File: src/rtl/uart_rx_oversampled.sv
// uart_rx_oversampled
//   Receives asynchronous serial frames using an 8x oversample strobe.
//   The line is sampled once per bit, at the centre tick (phase == 3).
//   Optional even parity is compiled in with the UART_RX_PARITY_EN macro.
//   When the macro is undefined, the frame is start, DATA_BITS data and stop.
//
// Ports
//   clk        : sole clock.
//   rst        : asynchronous, active-high reset.
//   tick       : 8x-baud oversample strobe, one clk wide.
//   rx         : asynchronous serial line, idle high.
//   data       : last received word, LSB received first.
//   data_valid : one-clk pulse for a good frame.
//   frame_err  : one-clk pulse when the stop bit is sampled low.
//   parity_err : one-clk pulse on parity mismatch (0 without parity).
//   busy       : high whenever the receiver is not idle.
//
// FSM states
//   state    | meaning
//   IDLE     | waiting for a falling edge on the synchronized line
//   START    | confirming the start bit at its centre
//   DATA     | shifting data bits in, LSB first
//   PARITY   | checking the even-parity bit (UART_RX_PARITY_EN only)
//   STOP     | sampling the stop bit, publishing the word and outcome

module uart_rx_oversampled #(
    parameter int DATA_BITS = 8
) (
    input  logic                 clk,
    input  logic                 rst,
    input  logic                 tick,
    input  logic                 rx,
    output logic [DATA_BITS-1:0] data,
    output logic                 data_valid,
    output logic                 frame_err,
    output logic                 parity_err,
    output logic                 busy
);

    typedef enum logic [2:0] {
        S_IDLE   = 3'd0,
        S_START  = 3'd1,
        S_DATA   = 3'd2,
`ifdef UART_RX_PARITY_EN
        S_PARITY = 3'd3,
`endif
        S_STOP   = 3'd4
    } state_t;

    localparam logic [2:0] LAST_BIT = 3'(DATA_BITS - 1);

    state_t               state_q, state_d;
    logic                 rx_meta_q, rxs_q, rxs_prev_q;
    logic [2:0]           phase_q, phase_d;
    logic [2:0]           bit_idx_q, bit_idx_d;
    logic [DATA_BITS-1:0] shift_q, shift_d;
    logic [DATA_BITS-1:0] data_q, data_d;
    logic                 dv_q, dv_d;
    logic                 fe_q, fe_d;
`ifdef UART_RX_PARITY_EN
    logic                 pe_q, pe_d;
    logic                 par_bad_q, par_bad_d;
`endif

    logic fall;
    logic sample;

    // Edge detection needs the previous synchronized value to be high, so
    // after a frame error the line must recover before a new start is seen.
    assign fall   = rxs_prev_q & ~rxs_q;
    assign sample = tick && (phase_q == 3'd3);

    always_ff @(posedge clk or posedge rst) begin
        if (rst) begin
            rx_meta_q  <= 1'b1;
            rxs_q      <= 1'b1;
            rxs_prev_q <= 1'b1;
            state_q    <= S_IDLE;
            phase_q    <= 3'd0;
            bit_idx_q  <= 3'd0;
            shift_q    <= '0;
            data_q     <= '0;
            dv_q       <= 1'b0;
            fe_q       <= 1'b0;
`ifdef UART_RX_PARITY_EN
            pe_q       <= 1'b0;
            par_bad_q  <= 1'b0;
`endif
        end else begin
            rx_meta_q  <= rx;
            rxs_q      <= rx_meta_q;
            rxs_prev_q <= rxs_q;
            state_q    <= state_d;
            phase_q    <= phase_d;
            bit_idx_q  <= bit_idx_d;
            shift_q    <= shift_d;
            data_q     <= data_d;
            dv_q       <= dv_d;
            fe_q       <= fe_d;
`ifdef UART_RX_PARITY_EN
            pe_q       <= pe_d;
            par_bad_q  <= par_bad_d;
`endif
        end
    end

    always_comb begin
        state_d   = state_q;
        phase_d   = phase_q;
        bit_idx_d = bit_idx_q;
        shift_d   = shift_q;
        data_d    = data_q;
        dv_d      = 1'b0;
        fe_d      = 1'b0;
`ifdef UART_RX_PARITY_EN
        pe_d      = 1'b0;
        par_bad_d = par_bad_q;
`endif
        if (state_q != S_IDLE && tick) begin
            phase_d = phase_q + 3'd1;
        end

        case (state_q)
            S_IDLE: begin
                // Phase is held at 0 here, so a tick coincident with the
                // falling edge cannot advance it.
                phase_d   = 3'd0;
                bit_idx_d = 3'd0;
                if (fall) begin
                    state_d = S_START;
                end
            end
            S_START: begin
                if (sample) begin
                    state_d   = rxs_q ? S_IDLE : S_DATA;
                    bit_idx_d = 3'd0;
                end
            end
            S_DATA: begin
                if (sample) begin
                    shift_d = {rxs_q, shift_q[DATA_BITS-1:1]};
                    if (bit_idx_q == LAST_BIT) begin
`ifdef UART_RX_PARITY_EN
                        state_d = S_PARITY;
`else
                        state_d = S_STOP;
`endif
                    end else begin
                        bit_idx_d = bit_idx_q + 3'd1;
                    end
                end
            end
`ifdef UART_RX_PARITY_EN
            S_PARITY: begin
                if (sample) begin
                    par_bad_d = rxs_q ^ (^shift_q);
                    state_d   = S_STOP;
                end
            end
`endif
            S_STOP: begin
                // Leaving at mid-stop-bit leaves half a bit of margin for a
                // back-to-back start edge.
                if (sample) begin
                    data_d  = shift_q;
                    state_d = S_IDLE;
                    if (!rxs_q) begin
                        fe_d = 1'b1;
`ifdef UART_RX_PARITY_EN
                    end else if (par_bad_q) begin
                        pe_d = 1'b1;
`endif
                    end else begin
                        dv_d = 1'b1;
                    end
                end
            end
            default: begin
                state_d = S_IDLE;
            end
        endcase
    end

    always_comb begin
        busy       = (state_q != S_IDLE);
        data       = data_q;
        data_valid = dv_q;
        frame_err  = fe_q;
`ifdef UART_RX_PARITY_EN
        parity_err = pe_q;
`else
        parity_err = 1'b0;
`endif
    end

endmodule

File: config.mk
export PLATFORM = sky130hd
export DESIGN_NAME = uart_rx_oversampled
export DESIGN_NICKNAME = d
export VERILOG_FILES = /design/src/rtl/uart_rx_oversampled.sv
export SDC_FILE = /design/constraint.sdc
export NUM_CORES = 1
export LEC_CHECK = 0
export CORE_ASPECT_RATIO = 1.25
export CORE_MARGIN = 2
export CORE_UTILIZATION = 45
export CTS_BUF_LIST = sky130_fd_sc_hd__clkbuf_16
export DETAILED_ROUTE_END_ITERATION = 6
export PLACE_DENSITY = 0.67
export SLEW_MARGIN = 20
export SYNTH_ARGS = -nofsm -noshare
export SYNTH_HDL_FRONTEND = slang
export SYNTH_SLANG_ARGS = --single-unit
export TNS_END_PERCENT = 10
File: constraint.sdc
create_clock -name clk -period 2.1 [get_ports clk]
set_input_delay 0.21 -clock clk [delete_from_list [all_inputs] [get_ports clk]]
set_output_delay 0.21 -clock clk [all_outputs]
set_load 0.05 [all_outputs]
==> impl_metrics.json, run 1 <==
{
  "core_area_um2": 2680,
  "multi_input_area_um2": 479,
  "clk_latency_ns": 0.27,
  "fin_hold_ws_ns": 0.306,
  "final-seq-area_um2": 754,
  "finClkSkew_ns": 0.00813,
  "syn_area_um2": 1270,
  "finalSetupTns_ns": 0,
  "cts.sinks": 30,
  "cts_tree": "done",
  "holdBufCountCts": 0,
  "synth_seq_cells": 30,
  "yosys.area.top_type": "dfrtp_1",
  "startpoint_type": "flip-flop",
  "critPathCaptureType": "primary output",
  "grt_pass1_vias": 836,
  "drc_errors": 0,
  "grt_pass1_wl_um": 3790,
  "routedWlPerCell_um": 13.7,
  "vias": 770,
  "antenna_cells": 0,
  "cts_buffer_depth": 2,
  "path_buf_inv": 2,
  "yosysSeqAreaShare": 0.593,
  "critPathMaxStageDelay_ns": 0.52,
  "num_rows": 21,
  "io_pins": 16,
  "cts_root_buf": "clkbuf_16",
  "track_usage": 0.161,
  "initial_core_util": 0.475,
  "antenna_found_initial": 0,
  "cp_data_required_time_ns": 1.89,
  "cts.htree.levels": 2,
  "fillCellCount": 231,
  "rsz0062_at_grt": "no",
  "crit_type": "flip-flop to primary output",
  "die_area_um2": 3270,
  "layout-drive-gt1-share": 0.298,
  "die_y_um": 63.5,
  "pwr_density_cell_nw_per_um2": 1030,
  "synth_area_per_cell_um2": 13.8,
  "grt_max_degree": 31,
  "synth_top_area_frac": 0.531,
  "finalHoldViolCount": 0,
  "drt-total-wl_um": 2030,
  "place_congestion": 0.731,
  "cp_top_family": "flip-flops",
  "fin_nets": 121,
  "clock.fmax_mhz": 551,
  "outcome": "completed",
  "yosysWarnings": 0,
  "syn_inst": 92,
  "finalSetupViolations": 0,
  "cp_max_fo": 13,
  "slew_violations": 0,
  "numCtsBuffers": 5,
  "postRouteAntennaNets": 0,
  "critPathSlowestCell": "dfrtp_1",
  "grt-ovfl-total": 0,
  "first_iter_violations": 20,
  "netlist-cell-type-count": 31,
  "cap_violations": 0,
  "period_share": 0.864,
  "hold_class": "primary input to async pin",
  "die_w_um": 51.6,
  "postCtsSetupRepairBufs": 0,
  "place_hpwl_um": 1270,
  "dr.pass1.iters": 4,
  "period_needed_ns": 1.81,
  "clkTransAtPathRegs_ns": 0.05,
  "vias_per_cell": 5.20,
  "ys_top_cells_by_area": "dfrtp_1, mux2_2, dfstp_2, ha_1, nor4b_4",
  "cts_resized": 0,
  "path_cells": "nor3_1, inv_1, buf_4",
  "ir_worst_vdd_v": 0.000801,
  "final_util": 0.596,
  "syn_nets": 100,
  "syn2layout_area_growth_pct": 25.6,
  "port_buffers": 14,
  "leakage_nw": 0.744,
  "worstMarginPinSlew_ns": 0.498,
  "crit_arrival_ns": 1.60,
  "max_slew_margin": 0.667
}
-- metal layers --
metal / global-route usage / up-vias / routed length, um
met5: 0 / - / 0
met4: 0.0888 / 0 / 19
met3: 0.0711 / 2 / 92
met2: 0.240 / 14 / 979
met1: 0.192 / 383 / 944
li1: - / 371 / -
-- placed cells by master (no fill, tap or decap), types with 2 or more instances in the layout --
| cell | count |
|---|---|
| a21oi_1 | 3 |
| dfstp_2 | 3 |
| nor3b_1 | 2 |
| clkdlybuf4s50_1 | 13 |
| buf_4 | 5 |
| mux2_2 | 16 |
| or3_1 | 3 |
| inv_1 | 5 |
| a32o_1 | 2 |
| clkbuf_16 | 5 |
| ha_1 | 4 |
| dfrtp_1 | 27 |
| nor2_1 | 4 |
| nor3_1 | 2 |
| o31ai_1 | 2 |
| clkinv_2 | 2 |
-- synthesized netlist by cell type --
library cell,instances
a31oi_1,1
nor2b_1,1
xnor2_1,1
nand2_4,1
inv_1,4
buf_2,1
o31ai_1,2
buf_4,2
mux2_2,16
or3_1,3
nand3b_1,1
clkbuf_1,1
a21oi_1,3
a211oi_1,1
dfstp_2,3
o21a_1,1
o311ai_0,1
nor2_1,4
nor4_1,1
nor3_2,1
nor4b_4,1
mux2i_1,1
nor3_1,2
ha_1,4
nor3b_1,2
and2_1,1
a311o_1,1
dfrtp_1,27
conb_1,1
a32o_1,2
nand2b_1,1
-- where the power goes --
| part | internal (mW) | leakage (nW) | switching (mW) |
|---|---|---|---|
| clock network | 0.428 | 0.0748 | 0.230 |
| registers | 0.678 | 0.389 | 0.0616 |
| logic | 0.129 | 0.281 | 0.119 |
-- layout make-up --
class | count | share of cell area
Tap cell | 34 | 0.0266
Clock buffer | 5 | 0.0783
Sequential cell | 30 | 0.472
Multi-Input combinational cell | 54 | 0.300
Inverter | 4 | 0.00940
Clock inverter | 3 | 0.00861
Timing Repair Buffer | 18 | 0.105
-- worst register-to-register path: cells and delay by family, from the launching register on --
family | cells | cell delay [ns]
AND/OR/NAND/NOR | 1 | 0.33
adder cells (fa/ha/maj) | 2 | 0.45
flip-flops | 1 | 0.40
AO/OA/AOI/OAI | 2 | 0.48
-- cells by family (layout without fill, tap and decap cells) --
family          count (synthesis)  in the layout  share of synthesized area
compound gates                 12             12                     0.0708
xor+xnor                        1              1                    0.00688
fa+ha+maj                       4              4                     0.0393
buf+inv                         8             30                     0.0305
flops                          30             30                      0.593
mux                            17             17                      0.149
other cells                     1              1                    0.00295
simple gates                   19             19                      0.107
-- worst paths after layout --
check	startpoint	endpoint	slack (ns)	depth (start not counted)
max in group asynchronous	rst	rxs_q	1.48	3
worst max register to register	bit_idx_q[0]	bit_idx_q[2]	0.33	5
worst min-delay path	rst	data_valid	0.31	3
worst min register to register	rx_meta_q	rxs_q	0.35	0
min in group clk	rx	rx_meta_q	0.35	1
worst max-delay path	state_q[0]	busy	0.29	3
-- metrics by stage --
step | area [um2] | cells | total power [mW] | setup WS (ns)
floorplan | 1270 | 92 | 0.934 | 0.361
global placement | 1460 | 140 | 0.983 | 0.357
detailed placement | 1460 | 140 | 0.997 | 0.354
CTS | 1600 | 148 | 1.67 | 0.265
global route | 1600 | 148 | 1.75 | 0.124
finish | 1600 | 148 | 1.64 | 0.286
-- registers in the layout (all words and copies together), names as in the netlist --
signal / count
rxs_q: 1
data: 8
rx_meta_q: 1
bit_idx_q: 3
phase_q: 3
state_q: 3
rxs_prev_q: 1
data_valid: 1
shift_q: 8
frame_err: 1
(Power assumes the default switching activity.)
==> inputs of run 2 (changes only) <==
- CTS_CLUSTER_SIZE: not set -> 20
==> results of run 2 <==
Final layout, timing and power as in run 1 (identical DEF).
